==> src/rtl/batch_result_drain.sv <==
// batch_result_drain
//   First-word-fall-through result FIFO that drains batch filter results to a
//   ready/valid consumer. Words that arrive while the FIFO is full (and nothing
//   is leaving) are dropped and recorded in a sticky overflow flag.
//
//   Parameters
//     out_w      width of one result word
//     depth      FIFO entries (power of two, >= 4)
//
//   Ports
//     clk        sole clock, rising edge
//     rst        asynchronous active-low reset
//     in         result word from the batch filter
//     valid      in carries a new result this cycle
//     clr        synchronous flush + sticky flag clear (wins over valid/out_ready)
//     out_data   head-of-FIFO word (0 while out_valid=0)
//     out_valid  out_data holds a valid word
//     out_ready  downstream accepts out_data this cycle
//     level      current occupancy, 0..depth
//     ovf        sticky: at least one result dropped
//     drop_cnt   (DRAIN_STATS_EN only) saturating count of dropped words
//
//   Build option: define DRAIN_STATS_EN to add the drop_cnt port and counter.

module batch_result_drain #(
    parameter int out_w = 16,
    parameter int depth = 16
) (
    input  logic                       clk,
    input  logic                       rst,
    input  logic [out_w-1:0]           in,
    input  logic                       valid,
    input  logic                       clr,
    output logic [out_w-1:0]           out_data,
    output logic                       out_valid,
    input  logic                       out_ready,
    output logic [$clog2(depth):0]     level,
    output logic                       ovf
`ifdef DRAIN_STATS_EN
    ,
    output logic [15:0]                drop_cnt
`endif
);

    localparam int AW = $clog2(depth);
    localparam int LW = AW + 1;

    localparam logic [1:0] ST_EMPTY  = 2'd0;
    localparam logic [1:0] ST_ACTIVE = 2'd1;
    localparam logic [1:0] ST_FULL   = 2'd2;
    localparam logic [1:0] ST_OVF    = 2'd3;

    logic [out_w-1:0] mem_q [depth];

    logic [AW-1:0] wr_ptr_q, wr_ptr_d;
    logic [AW-1:0] rd_ptr_q, rd_ptr_d;
    logic [LW-1:0] level_q,  level_d;
    logic          ovf_q,    ovf_d;
    logic [1:0]    state_q,  state_d;

    logic full;
    logic push;
    logic pop;
    logic drop;

    always_comb begin
        full      = (state_q == ST_FULL);
        out_valid = (level_q != '0);
        pop       = out_valid & out_ready & ~clr;
        // A pop in the same cycle frees the slot, so a full FIFO still accepts.
        push      = valid & (~full | pop) & ~clr;
        drop      = valid & full & ~pop & ~clr;

        level_d  = level_q + LW'(push) - LW'(pop);
        wr_ptr_d = wr_ptr_q + AW'(push);
        rd_ptr_d = rd_ptr_q + AW'(pop);
        ovf_d    = ovf_q | drop;

        if (clr) begin
            level_d  = '0;
            wr_ptr_d = '0;
            rd_ptr_d = '0;
            ovf_d    = 1'b0;
        end

        // State follows the next occupancy/flag; a non-full FIFO with the
        // sticky flag set sits in OVF (including when drained to empty).
        if (clr)
            state_d = ST_EMPTY;
        else if (level_d == LW'(depth))
            state_d = ST_FULL;
        else if (ovf_d)
            state_d = ST_OVF;
        else if (level_d == '0)
            state_d = ST_EMPTY;
        else
            state_d = ST_ACTIVE;
    end

    always_ff @(posedge clk or negedge rst) begin
        if (!rst) begin
            wr_ptr_q <= '0;
            rd_ptr_q <= '0;
            level_q  <= '0;
            ovf_q    <= 1'b0;
            state_q  <= ST_EMPTY;
        end else begin
            wr_ptr_q <= wr_ptr_d;
            rd_ptr_q <= rd_ptr_d;
            level_q  <= level_d;
            ovf_q    <= ovf_d;
            state_q  <= state_d;
        end
    end

    // Storage carries no reset; out_valid gates every read so stale contents
    // are never visible.
    always_ff @(posedge clk) begin
        if (push)
            mem_q[wr_ptr_q] <= in;
    end

    assign out_data = out_valid ? mem_q[rd_ptr_q] : '0;
    assign level    = level_q;
    assign ovf      = ovf_q;

`ifdef DRAIN_STATS_EN
    logic [15:0] drop_cnt_q, drop_cnt_d;

    always_comb begin
        drop_cnt_d = drop_cnt_q;
        if (clr)
            drop_cnt_d = '0;
        else if (drop && drop_cnt_q != '1)
            drop_cnt_d = drop_cnt_q + 16'd1;
    end

    always_ff @(posedge clk or negedge rst) begin
        if (!rst)
            drop_cnt_q <= '0;
        else
            drop_cnt_q <= drop_cnt_d;
    end

    assign drop_cnt = drop_cnt_q;
`endif

endmodule

==> config.mk <==
export PLATFORM = sky130hd
export DESIGN_NAME = batch_result_drain
export DESIGN_NICKNAME = d
export VERILOG_FILES = /design/src/rtl/batch_result_drain.sv
export SDC_FILE = /design/constraint.sdc
export NUM_CORES = 1
export LEC_CHECK = 0
export ABC_AREA = 1
export CAP_MARGIN = 0
export CORE_MARGIN = 10
export CORE_UTILIZATION = 45
export DETAILED_ROUTE_END_ITERATION = 12
export PLACE_DENSITY = 0.61
export REMOVE_ABC_BUFFERS = 1
export SKIP_LAST_GASP = 1
export SLEW_MARGIN = 20
export SYNTH_ARGS = -nofsm -noshare
export SYNTH_HDL_FRONTEND = slang
export SYNTH_SLANG_ARGS = --single-unit
export TNS_END_PERCENT = 1
==> constraint.sdc <==
create_clock -name clk -period 4.7 [get_ports clk]
set_clock_uncertainty 0.1 [all_clocks]
set_input_delay 0.94 -clock clk [delete_from_list [all_inputs] [get_ports clk]]
set_output_delay 0.94 -clock clk [all_outputs]
set_load 0.005 [all_outputs]
======== Word level (Yosys, flattened, before mapping) ========
Memories as Yosys holds them, arrays and structs flattened.
Index checks and enable logic that the tools add are counted.
storage, ports and cells
  flip-flop bits (word level) ............. 16
  bits in writable memories ............... 256
  logic and storage cells ................. 37
  memories kept ........................... 1
operators by class
  add/sub/neg operators ................... 4
  equal/unequal tests ..................... 2
  multiplexer cells ....................... 11
  bitwise logic cells ..................... 12
  reduce and logical (&&, ||, !) cells .... 2
memory list
  name   words  width  read ports  clocked after Yosys merged registers in  wr ports  RTL line  RTL
  mem_q  16     16     1           0                                        1         53        logic [out_w-1:0] mem_q [depth];
operators by type and width
  cell                                  number
  2-to-1 mux 16 bit                     1
  adder 4 x 1 -> 4 bit                  2
  2-to-1 mux 4 bit                      2
  bitwise AND 1 bit                     7
  2-to-1 mux 2 bit                      3
  adder 5 x 1 -> 5 bit                  1
  == test 5 bit, second input constant  1
  zero test 5 bit                       1
  2-to-1 mux 5 bit                      1
  nonzero test 5 bit                    1
  subtractor 5 x 1 -> 5 bit             1
  2-to-1 mux 1 bit                      4
  NOT 1 bit                             3
  == test 2 bit, second input constant  1
  bitwise OR 1 bit                      2

======== Depth between registers and ports, before layout ========
Gate-level depths: netlist of the first run.
  depth after elaboration ................. 14
  gate-level depth with buffers ........... 21
  depth with buffers taken out ............ 20

======== Worst setup path before layout of the first run ========
OpenSTA, ideal clock, no wires.
  path kind ............................... input-to-reg
  start point ............................. input clr
  end point ............................... register state_q[1]
  setup time .............................. 116 ps
  data arrival time ....................... 3038 ps
  data required time ...................... 4484 ps
  slack ................................... 1446 ps
  stages .................................. 20
  cells stage by stage .................... buf_2 -> inv_2 -> nand3_1 -> nand2_1 -> nand2_2 -> buf_2 -> ha_1 -> inv_1 -> ha_1 -> inv_1 -> fa_1 -> inv_1 -> or2_2 -> nand3_1 -> nand2_1 -> inv_1 -> nand2_1 -> inv_1 -> nand2_1 -> nand2_1
on the way
  longest elaborated chain between the ends .. 11
  elaborated cells on any way between the ends .. 17
  those cells by class .................... add/sub (2); eq/ne (1); mux (5); bitwise (9)
RTL lines
  item                            RTL line    RTL
  from (decl)                     33          input logic clr,
  NOT 1 bit                       69, 71, 72
  bitwise AND 1 bit               69          pop = out_valid & out_ready & ~clr;
  bitwise OR 1 bit                71          push = valid & (~full | pop) & ~clr;
  bitwise AND 1 bit (2 in a row)  71
  adder 5 x 1 -> 5 bit            74          level_d = level_q + LW'(push) - LW'(pop);
  subtractor 5 x 1 -> 5 bit       74
  2-to-1 mux 5 bit                79          if (clr) begin
  == test 5 bit                   90          else if (level_d == LW'(depth))
  2-to-1 mux 2 bit                90
  2-to-1 mux 2 bit (*)            88          if (clr)
  via state_d[1]                  59          logic [1:0] state_q, state_d;
  to (signal assigned)            112         state_q <= state_d;
  to (decl)                       59
Mark *: on every way through the listed nets, which the timed path passes. The rest lies on a longest branch.

======== Final worst setup path of the first run ========
  start point ............................. register rd_ptr_q[0]
  end point ............................... output out_data[3]
on the way
  longest elaborated chain between the ends .. 2
RTL lines
  item                    RTL line  RTL
  from (decl)             56        logic [AW-1:0] rd_ptr_q, rd_ptr_d;
  from (signal assigned)  109       rd_ptr_q <= rd_ptr_d;
  memory (16 x 16 bit)    --
  2-to-1 mux 16 bit       123       assign out_data = out_valid ? mem_q[rd_ptr_q] : '0;
  to (decl)               34        output logic [out_w-1:0] out_data,
Every way passes these cells.

==> results.tsv, run 1 <==
metric	value	unit
outcome	finished, final reports clean	
CP required	3.66	ns
Mapped Cells	1151	
Worst slew margin	34.5	%
clock insertion delay at the later pin of the skew report	0.54	ns
# DRC	0	
ratio of total power to cell area	450	mW/mm^2
synthesis-stage register bit count	272	
# rows	59	
pre-CTS WS	0.970	ns
Placer Congestion	0.832	
TritonCTS clock tree	yes	
crit-path max FO	47	
synthesized area	0.0118	sq mm
critical path cell sequence	inv_4, buf_4, nand2_1, nand2_1, nand2_1, nand3_1, nand3_1, a21oi_1, clkdlybuf4s50_1	
hold slack	0.459	ns
initial DRC count	654	
Bufs and invs on worst path	3	
Post-CTS Setup Inserts	0	
Yosys cell types	22	
I/O Buffers	43	
Synth Area per Inst	10.3	sq um
sw frac	26.9	%
Final setup violation count	0	
Reg power frac	44.5	%
hold_buf cts	0	
TritonCTS buffer count	28	
die width	182	microns
Final Slew Violations	0	
drt wl/cell	18.5	microns
first-pass GRT wire length	43400	microns
Core ar.	0.0260	sq mm
share of cells above drive strength 1	7.85	%
DRT Pass-1 Iters	5	
Inserted Diodes	0	
hold endpoint	ovf	
Placed Cells	1507	
static leakage	5.65	nW
number of filler cells placed in the layout	2263	
Post-DP HPWL	16200	microns
Reg2Reg Capture Point	state_q[1]	
NetSw	1.65	mW
worst hold path class	register to register	
IO Count	44	
hold path start	ovf	
final WL	28800	microns
Most common cell on crit path	nand2_1	
R2R cell count	17	
Peak VDD IR	0.281	mV
Worst path max stage delay	0.55	ns
H-tree depth	1	
RR Startpoint	level[2]	
Reg area	0.00809	sq mm
Synth warnings	0	
final hold violations	0	
sequential-to-total area share from yosys stat	68.3	%
Initial Util	45.6	%
clock root buffer	clkbuf_16	
Max Buffers Root-to-Sink	3	
CTS resizes	0	
critical path endpoint category	output port	
Int Power	4.49	mW
setup ws final	0.666	ns
fin util	52.5	%
total die area	0.0332	sq mm
initial antenna violation count	0	
hold path depth	2	
clock slew seen by the registers of the worst setup and hold paths	0.06	ns
Layout Nets	1234	
final instance area	0.0137	sq mm
via count	7971	
CP Class	register to output port	
total track usage	16.7	%
period utilization	85.8	%
startpoint types	register	
Routed Antenna Nets	0	
combinational share of power	18.3	%
Critical Path AT	2.99	ns
total grt overflow	0	
reg2reg setup slack	1.90	ns
clock sinks	272	
die height	182	microns
Clk network pwr share	37.2	%
final instance count without filler cells	1558	
area grow syn2layout	15.3	%
MaxCap Viol Count	0	
Tmin final	4.03	ns
setup repair after global routing missed its margin	false	
fmax	0.248	GHz
Multi-input gate area	0.00289	sq mm
actual slew at the worst max-slew pin	0.981	ns
Worst path slowest cell	clkdlybuf4s50_1	
largest net degree at the start of global routing	66	
Vias/cell	5.12	
vias in the first global route	7480	
Placed Instance Area	0.0127	sq mm
CP top delay family	buffers and inverters	
Yosys cell counts:
| master | instances | share of area [%] |
|---|---|---|
| nand2_1 | 416 | 13 |
| edfxtp_1 | 256 | 65 |
| nand3_1 | 171 | 7.2 |
| inv_1 | 160 | 5.1 |
| nor2_1 | 33 | 1.0 |
| buf_2 | 30 | 1.3 |
| a21oi_1 | 21 | 0.89 |
| dfrtp_1 | 16 | 3.4 |
| clkbuf_1 | 11 | 0.35 |
| ha_1 | 10 | 1.1 |
| buf_4 | 8 | 0.51 |
| o21ai_0 | 4 | 0.17 |
| buf_6 | 3 | 0.29 |
| inv_2 | 3 | 0.095 |
| buf_1 | 2 | 0.063 |
| clkinv_1 | 1 | 0.032 |
| fa_1 | 1 | 0.17 |
| nand2_2 | 1 | 0.053 |
| nand4_1 | 1 | 0.053 |
| nor3_1 | 1 | 0.042 |
| or2_2 | 1 | 0.053 |
| xnor2_1 | 1 | 0.074 |
through the flow:
step | setup TNS [ns] | power (mW)
2_1_floorplan | -10.09 | 3.42
3_3_place_gp | 0 | 3.91
3_5_place_dp | 0 | 3.92
4_1_cts | 0 | 6.20
5_1_grt | 0 | 6.42
6_report | 0 | 6.14
worst max-delay path by stage:
stage                 from      endpoint  slack, ns  depth (start not counted)
6_report       rd_ptr_q[0]   out_data[3]       0.67                          9
5_1_grt        rd_ptr_q[0]   out_data[3]       0.44                          9
4_1_cts        rd_ptr_q[0]   out_data[3]       0.62                          9
3_5_place_dp           clr    state_q[1]       0.97                         19
3_3_place_gp           clr    state_q[0]       1.03                         17
2_1_floorplan  rd_ptr_q[0]  out_data[11]      -0.64                          6
area by class of cell:
type                       instances  share of cell area [%]
tap                              335                    3.07
timing repair buffer              75                    5.00
multi-input combinational        661                    21.1
inverter                         164                    4.53
clock buffer                      31                    5.22
sequential                       272                    59.3
clock inverter                    20                    1.75
cells by family (layout without fill, tap and decap cells):
logic type      Yosys count  count (layout)  share of synthesized area [%]
xor+xnor                  1               1                         0.0740
compound gates           25              25                           1.06
simple gates            624             624                           21.7
buf+inv                 218             290                           7.67
fa+ha+maj                11              11                           1.23
flops                   272             272                           68.3
cell usage in the layout (no fill, tap or decap), types with 2 or more instances in the layout:
| cell | netlist | layout |
|---|---|---|
| edfxtp_1 | 256 | 256 |
| clkinvlp_4 | 0 | 3 |
| inv_2 | 3 | 2 |
| clkdlybuf4s50_1 | 0 | 43 |
| nand3_1 | 171 | 171 |
| ha_1 | 10 | 10 |
| nand2_1 | 416 | 416 |
| clkbuf_1 | 11 | 3 |
| buf_4 | 8 | 31 |
| dfrtp_1 | 16 | 14 |
| nor2_1 | 33 | 18 |
| clkinv_2 | 0 | 3 |
| clkinv_1 | 1 | 8 |
| inv_1 | 160 | 160 |
| a21oi_1 | 21 | 21 |
| clkbuf_16 | 0 | 28 |
| bufinv_16 | 0 | 5 |
| o21ai_0 | 4 | 4 |
| nor2_2 | 0 | 15 |
power by group through the flow:
stage	registers [mW]	logic (mW)	clock network [mW]
3_3_place_gp	2.78	1.13	0
3_5_place_dp	2.78	1.14	0
2_1_floorplan	2.83	0.588	0
6_report	2.73	1.12	2.29
4_1_cts	2.73	1.14	2.33
5_1_grt	2.74	1.27	2.41
state kept, by name, summed over array words and instances, names as in the netlist:
| register | count |
|---|---|
| state_q | 2 |
| ovf | 1 |
| wr_ptr_q | 4 |
| mem_q | 256 |
| rd_ptr_q | 4 |
| level | 5 |
worst min-delay path, delay by kind of cell (launching register included):
kind / cells / cell delay [ns]
and+or+nand+nor: 2 / 0.16
DFF: 1 / 0.36
layer usage:
layer | wire, microns | global-route usage (%) | up-vias
met1 | 12700 | 22.5 | 3843
met2 | 13700 | 27.4 | 254
met5 | 0 | 0 | -
met3 | 1850 | 2.83 | 38
met4 | 524 | 4.23 | 0
li1 | - | - | 3836
No activity file was read; power rests on OpenSTA's default activity.
==> run 2: changes to the inputs <==
MAX_ROUTING_LAYER = met4   (was default)
RECOVER_POWER = 100   (was default)
==> run 2 against run 1 <==
The flow now finishes with violations (max-capacitance violations, max-slew violations). Largest cell class unchanged. First-iteration DRC count down 11%. Sequential cell count stayed put. Core utilization decreased by 0.44 points. Critical endpoint is now out_data[11].
==> results.tsv, run 2 (synthesis results as in run 1) <==
metric	value	unit	change
actual slew at the worst max-slew pin	1.60	ns	was 0.981 ns
CTS resizes	0		unchanged
H-tree depth	1		unchanged
first-pass GRT wire length	43400	microns	about the same
Initial Util	45.6	%	unchanged
CP required	3.66	ns	about the same
setup ws final	0.429	ns	was 0.666 ns
most frequent cells in the layout	nand2_1, edfxtp_1, nand3_1		unchanged
clock sinks	272		unchanged
static leakage	5.61	nW	was 5.65 nW
TritonCTS buffer count	28		unchanged
final instance area	0.0135	sq mm	was 0.0137 sq mm
largest net degree at the start of global routing	66		unchanged
clock slew seen by the registers of the worst setup and hold paths	0.06	ns	about the same
Routed Antenna Nets	0		unchanged
Vias/cell	5.09		was 5.12
hold_buf cts	0		unchanged
Max Buffers Root-to-Sink	3		unchanged
MaxCap Viol Count	1		was 0
max FFs per register	256		unchanged
Core ar.	0.0260	sq mm	unchanged
final hold violations	0		unchanged
pre-CTS WS	0.970	ns	unchanged
Top reg by flops	mem_q		unchanged
die width	182	microns	unchanged
clock root buffer	clkbuf_16		unchanged
Placed Instance Area	0.0127	sq mm	unchanged
initial DRC count	582		was 654
failing checks	max-capacitance violations, max-slew violations		
commonest non-fill, non-tap cell in the layout	nand2_1		unchanged
CP Class	register to output port		unchanged
share of cells above drive strength 1	4.82	%	was 7.85%
Multi-input gate area	0.00285	sq mm	was 0.00289 sq mm
critical path endpoint category	output port		unchanged
# rows	59		unchanged
Layout Nets	1234		unchanged
I/O Buffers	43		unchanged
Critical Path AT	3.23	ns	was 2.99 ns
startpoint types	register		unchanged
DRT Pass-1 Iters	5		unchanged
via count	7938		was 7971
Placed Cells	1507		unchanged
final instance count without filler cells	1558		unchanged
crit-path max FO	45		was 47
Peak VDD IR	0.282	mV	was 0.281 mV
period utilization	90.9	%	was 85.8%
Final Slew Violations	17		was 0
total grt overflow	0		unchanged
Reg area	0.00809	sq mm	about the same
initial antenna violation count	0		unchanged
setup repair after global routing missed its margin	false		unchanged
die height	182	microns	unchanged
Placer Congestion	0.845		was 0.832
area grow syn2layout	14.3	%	was 15.3%
number of filler cells placed in the layout	2292		was 2263
# DRC	0		unchanged
outcome	finished with violations		was finished, final reports clean
Worst slew margin	-6.95	%	was 34.5%
clock insertion delay at the later pin of the skew report	0.54	ns	about the same
IO Count	44		unchanged
total track usage	17.2	%	was 16.7%
Inserted Diodes	0		unchanged
Post-CTS Setup Inserts	0		unchanged
total die area	0.0332	sq mm	unchanged
Final setup violation count	0		unchanged
fmax	0.234	GHz	was 0.248 GHz
ratio of total power to cell area	451	mW/mm^2	was 450 mW/mm^2
worst hold path class	register to register		unchanged
Post-DP HPWL	16200	microns	unchanged
vias in the first global route	7490		was 7480
TritonCTS clock tree	yes		unchanged
drt wl/cell	18.5	microns	about the same
Tmin final	4.27	ns	was 4.03 ns
final WL	28900	microns	was 28800 microns
==> run 2: changes by cell type in the layout (fill, tap and decap cells not counted), moves of 2 or more <==
cell / change
buf_4: -20
clkbuf_1: +19
clkdlybuf4s50_1: -36
dlygate4sd3_1: +36
inv_1: +2
inv_2: -2
nor2_1: +14
nor2_2: -14
==> run 2: cell type report <==
cell class | instances | area share (%)
Clock buffer | 31 | 5.26
Sequential cell | 272 | 59.8
Multi-Input combinational cell | 661 | 21.0
Timing Repair Buffer | 75 | 4.50
Inverter | 164 | 4.57
Tap cell | 335 | 3.10
Clock inverter | 20 | 1.77
==> run 2: worst paths after layout <==
kind,start,end,slack [ns],depth (start not counted)
worst max-delay path,rd_ptr_q[1],out_data[11],0.43,7
worst min-delay path,ovf,ovf,0.46,2
worst max register to register,level[2],mem_q[14][14],1.10,9
worst min register to register,ovf,ovf,0.46,2
max in group asynchronous,rst,rd_ptr_q[0],3.18,1
min in group asynchronous,rst,level[3],0.79,1
==> run 2: layer usage <==
metal / wire, microns / GRT usage (%) / vias to the layer above
met5: 0 / - / -
met4: 576 / 4.23 / 0
met3: 1840 / 2.45 / 41
met2: 13500 / 27.5 / 255
met1: 12900 / 22.7 / 3809
li1: - / - / 3833
==> run 2: power breakdown <==
group / switching, mW / total (mW) / internal [mW]
clock: 0.923 / 2.29 / 1.37
combinational: 0.693 / 1.09 / 0.393
sequential: 0.0320 / 2.73 / 2.70
total: 1.65 / 6.10 / 4.46
==> run 2: critical path, cell delays in order, from the launching register on <==
cell and delay, ns:
dfrtp_1 0.69, inv_1 0.19, buf_4 0.54, nand3_1 0.15, nand3_1 0.10, nand3_1 0.13, a21oi_1 0.24, dlygate4sd3_1 0.62
==> run 2: per-stage QoR <==
step | hold WS, ns | power, mW | utilization, % | TNS [ns]
2_1_floorplan | 0.405 | 3.42 | - | -10.09
3_3_place_gp | 0.466 | 3.91 | 48.9 | 0
3_5_place_dp | 0.459 | 3.92 | 48.9 | 0
4_1_cts | 0.478 | 6.20 | 52.5 | 0
5_1_grt | 0.506 | 6.38 | 52.1 | 0
6_report | 0.456 | 6.10 | 52.1 | 0
==> run 3: changes to the inputs <==
ABC_AREA = default   (was 1)
CTS_BUF_LIST = sky130_fd_sc_hd__clkbuf_8   (was default)
DONT_BUFFER_PORTS = 1   (was default)
PLACE_DENSITY = 0.59   (was 0.61)
==> run 3 against run 2 <==
The run still ends with max-capacitance violations, max-slew violations left. Register-to-register slack got worse by 0.35 ns. Synthesized area fell by 8.0%. Final cell count shrank 39%. Synthesized cell count fell by 52%. Via count down 32%. Sequential power increased by 1%. Maximum frequency is 5.4% higher. Highest routed layer unchanged.
==> results.tsv, run 3 <==
metric	value	unit	change
Synth warnings	0		unchanged
cell taking the most area after synthesis	edfxtp_1		unchanged
Placed Instance Area	0.0114	sq mm	was 0.0127 sq mm
asr flop ratio synth	5.88	%	unchanged
met1 WL	9740	microns	was 12900 microns
clock root buffer	clkbuf_8		was clkbuf_16
drt wl/cell	24.3	microns	was 18.5 microns
most frequent cell after synthesis	edfxtp_1		was nand2_1
Tmin final	4.05	ns	was 4.27 ns
final instance count without filler cells	946		was 1558
period utilization	86.2	%	was 90.9%
area grow syn2layout	9.76	%	was 14.3%
Worst path slowest cell	or4b_1		was dfrtp_1
sequential-to-total area share from yosys stat	74.2	%	was 68.3%
Placed Cells	868		was 1507
Worst path max stage delay	0.60	ns	was 0.69 ns
clock insertion delay at the later pin of the skew report	0.53	ns	was 0.54 ns
Max Buffers Root-to-Sink	3		unchanged
synthesis-stage register bit count	272		unchanged
Worst slew margin	-22.4	%	was -6.95%
initial antenna violation count	0		unchanged
total grt overflow	0		unchanged
Final Slew Violations	10		was 17
final WL	23000	microns	was 28900 microns
critical path cell sequence	inv_1, ha_1, or4b_1, nor2b_1, clkbuf_2, a22oi_1, o211ai_1		was inv_1, buf_4, nand3_1, nand3_1, nand3_1, a21oi_1, dlygate4sd3_1
commonest non-fill, non-tap cell in the layout	edfxtp_1		was nand2_1
die width	176	microns	was 182 microns
clock slew seen by the registers of the worst setup and hold paths	0.06	ns	about the same
CP required	3.66	ns	about the same
total die area	0.0308	sq mm	was 0.0332 sq mm
Placer Congestion	0.751		was 0.845
critical path endpoint category	output port		unchanged
TritonCTS clock tree	yes		unchanged
CP Class	register to output port		unchanged
crit-path max FO	23		was 45
commonest register cell after synthesis	edfxtp_1		unchanged
Layout Nets	628		was 1234
Bufs and invs on worst path	2		was 3
wire length on met3	1290	microns	was 1840 microns
Core ar.	0.0236	sq mm	was 0.0260 sq mm
max FFs per register	256		unchanged
Initial Util	46.1	%	was 45.6%
CP top delay family	simple AND/OR/NAND/NOR gates		was buffers and inverters
Critical Path AT	3.01	ns	was 3.23 ns
routed wl met2	11500	microns	was 13500 microns
Yosys cell types	41		was 22
Pwr Total	5.39	mW	was 6.10 mW
setup repair after global routing missed its margin	false		unchanged
Top reg by flops	mem_q		unchanged
TritonCTS buffer count	44		was 28
outcome	finished with violations		unchanged
final instance area	0.0120	sq mm	was 0.0135 sq mm
IO Count	44		unchanged
Mapped Cells	556		was 1151
number of filler cells placed in the layout	1978		was 2292
top cells by count, synth	edfxtp_1, mux4_2, mux2i_1, nand3_1, nor2_1		was nand2_1, edfxtp_1, nand3_1, inv_1, nor2_1
static leakage	3.79	nW	was 5.61 nW
ratio of total power to cell area	450	mW/mm^2	was 451 mW/mm^2
Post-synth EDFFs	256		unchanged
initial DRC count	348		was 582
Vias/cell	5.67		was 5.09
H-tree depth	2		was 1
Inserted Diodes	0		unchanged
total track usage	15.4	%	was 17.2%
# rows	56		was 59
setup ws final	0.648	ns	was 0.429 ns
DRT Pass-1 Iters	4		was 5
startpoint types	register		unchanged
Yosys top cell area share	70.6	%	was 64.9%
fmax	0.247	GHz	was 0.234 GHz
worst hold path class	input port to register		was register to register
final hold violations	0		unchanged
Post-DP HPWL	13200	microns	was 16200 microns
die height	176	microns	was 182 microns
most frequent cells in the layout	edfxtp_1, mux4_2, clkbuf_8		was nand2_1, edfxtp_1, nand3_1
Routed Antenna Nets	0		unchanged
dominant cells by area after synthesis	edfxtp_1, mux4_2, dfrtp_1		was edfxtp_1, nand2_1, nand3_1
Synth Area per Inst	19.6	sq um	was 10.3 sq um
largest net degree at the start of global routing	40		was 66
Final setup violation count	0		unchanged
I/O Buffers	0		was 43
first-pass GRT wire length	34800	microns	was 43400 microns
via count	5368		was 7938
Peak VDD IR	0.312	mV	was 0.282 mV
MaxCap Viol Count	1		unchanged
synthesized area	0.0109	sq mm	was 0.0118 sq mm
Multi-input gate area	0.00255	sq mm	was 0.00285 sq mm
vias in the first global route	5762		was 7490
# DRC	0		unchanged
DR top layer	met4		unchanged
actual slew at the worst max-slew pin	1.82	ns	was 1.60 ns
pre-CTS WS	0.971	ns	was 0.970 ns
failing checks	max-capacitance violations, max-slew violations		unchanged
Reg area	0.00809	sq mm	about the same
hold slack	0.369	ns	was 0.456 ns
clock sinks	272		unchanged
share of cells above drive strength 1	19.1	%	was 4.82%
-- run 3: path summary, 6_finish.rpt --
path	from	endpoint	slack, ns	cells after the start
min	clr	wr_ptr_q[2]	0.37	1
min reg2reg	rd_ptr_q[3]	rd_ptr_q[3]	0.48	2
max in group asynchronous	rst	rd_ptr_q[0]	3.15	1
min in group asynchronous	rst	level[3]	0.81	1
max	level[3]	out_data[0]	0.65	7
max reg2reg	level[3]	mem_q[5][0]	0.75	7
-- run 3: cell type report --
cell class                 count  area share, %
sequential                   272           67.7
multi-input combinational    244           21.3
clock buffer                  45           5.18
tap                          319           3.34
timing repair buffer          24           1.12
clock inverter                32           1.03
inverter                      10          0.314
-- run 3: per-stage QoR --
stage / TNS, ns / utilization [%]
final: 0 / 50.6
after global routing: 0 / 50.6
after CTS: 0 / 51.3
after detailed placement: 0 / 48.1
after global placement: 0 / 48.1
after floorplan: -3.21 / -
-- run 3: cell families after synthesis --
logic type / Yosys count / share of synthesized area, %
flops: 272 / 74.2
buf+inv: 40 / 1.92
xor+xnor: 8 / 0.643
mux: 83 / 13.3
simple gates: 85 / 4.01
fa+ha+maj: 11 / 1.33
compound gates: 57 / 4.57
-- run 3: power breakdown --
group          leakage, nW  internal [mW]  switching (mW)  total (mW)
combinational        0.835          0.400           0.482       0.881
clock                0.439          0.881           0.850        1.73
sequential            2.52           2.71          0.0642        2.77
total                 3.79           3.99            1.40        5.39
-- run 3: what timing repair did --
item / 4_1_cts / 5_1_grt
endpoints found under the setup margin: 0 / 0
gates resized for setup: 0 / 0
hold buffers: 1 / 0
endpoints found under the hold margin: 16 / 0
buffers inserted: 0 / 0
-- run 3: per-layer routing --
layer | vias up | GRT usage [%]
li1 | 2349 | -
met1 | 2843 | 18.9
met4 | 0 | 4.42
met3 | 44 | 3.58
met5 | - | -
met2 | 132 | 25.2
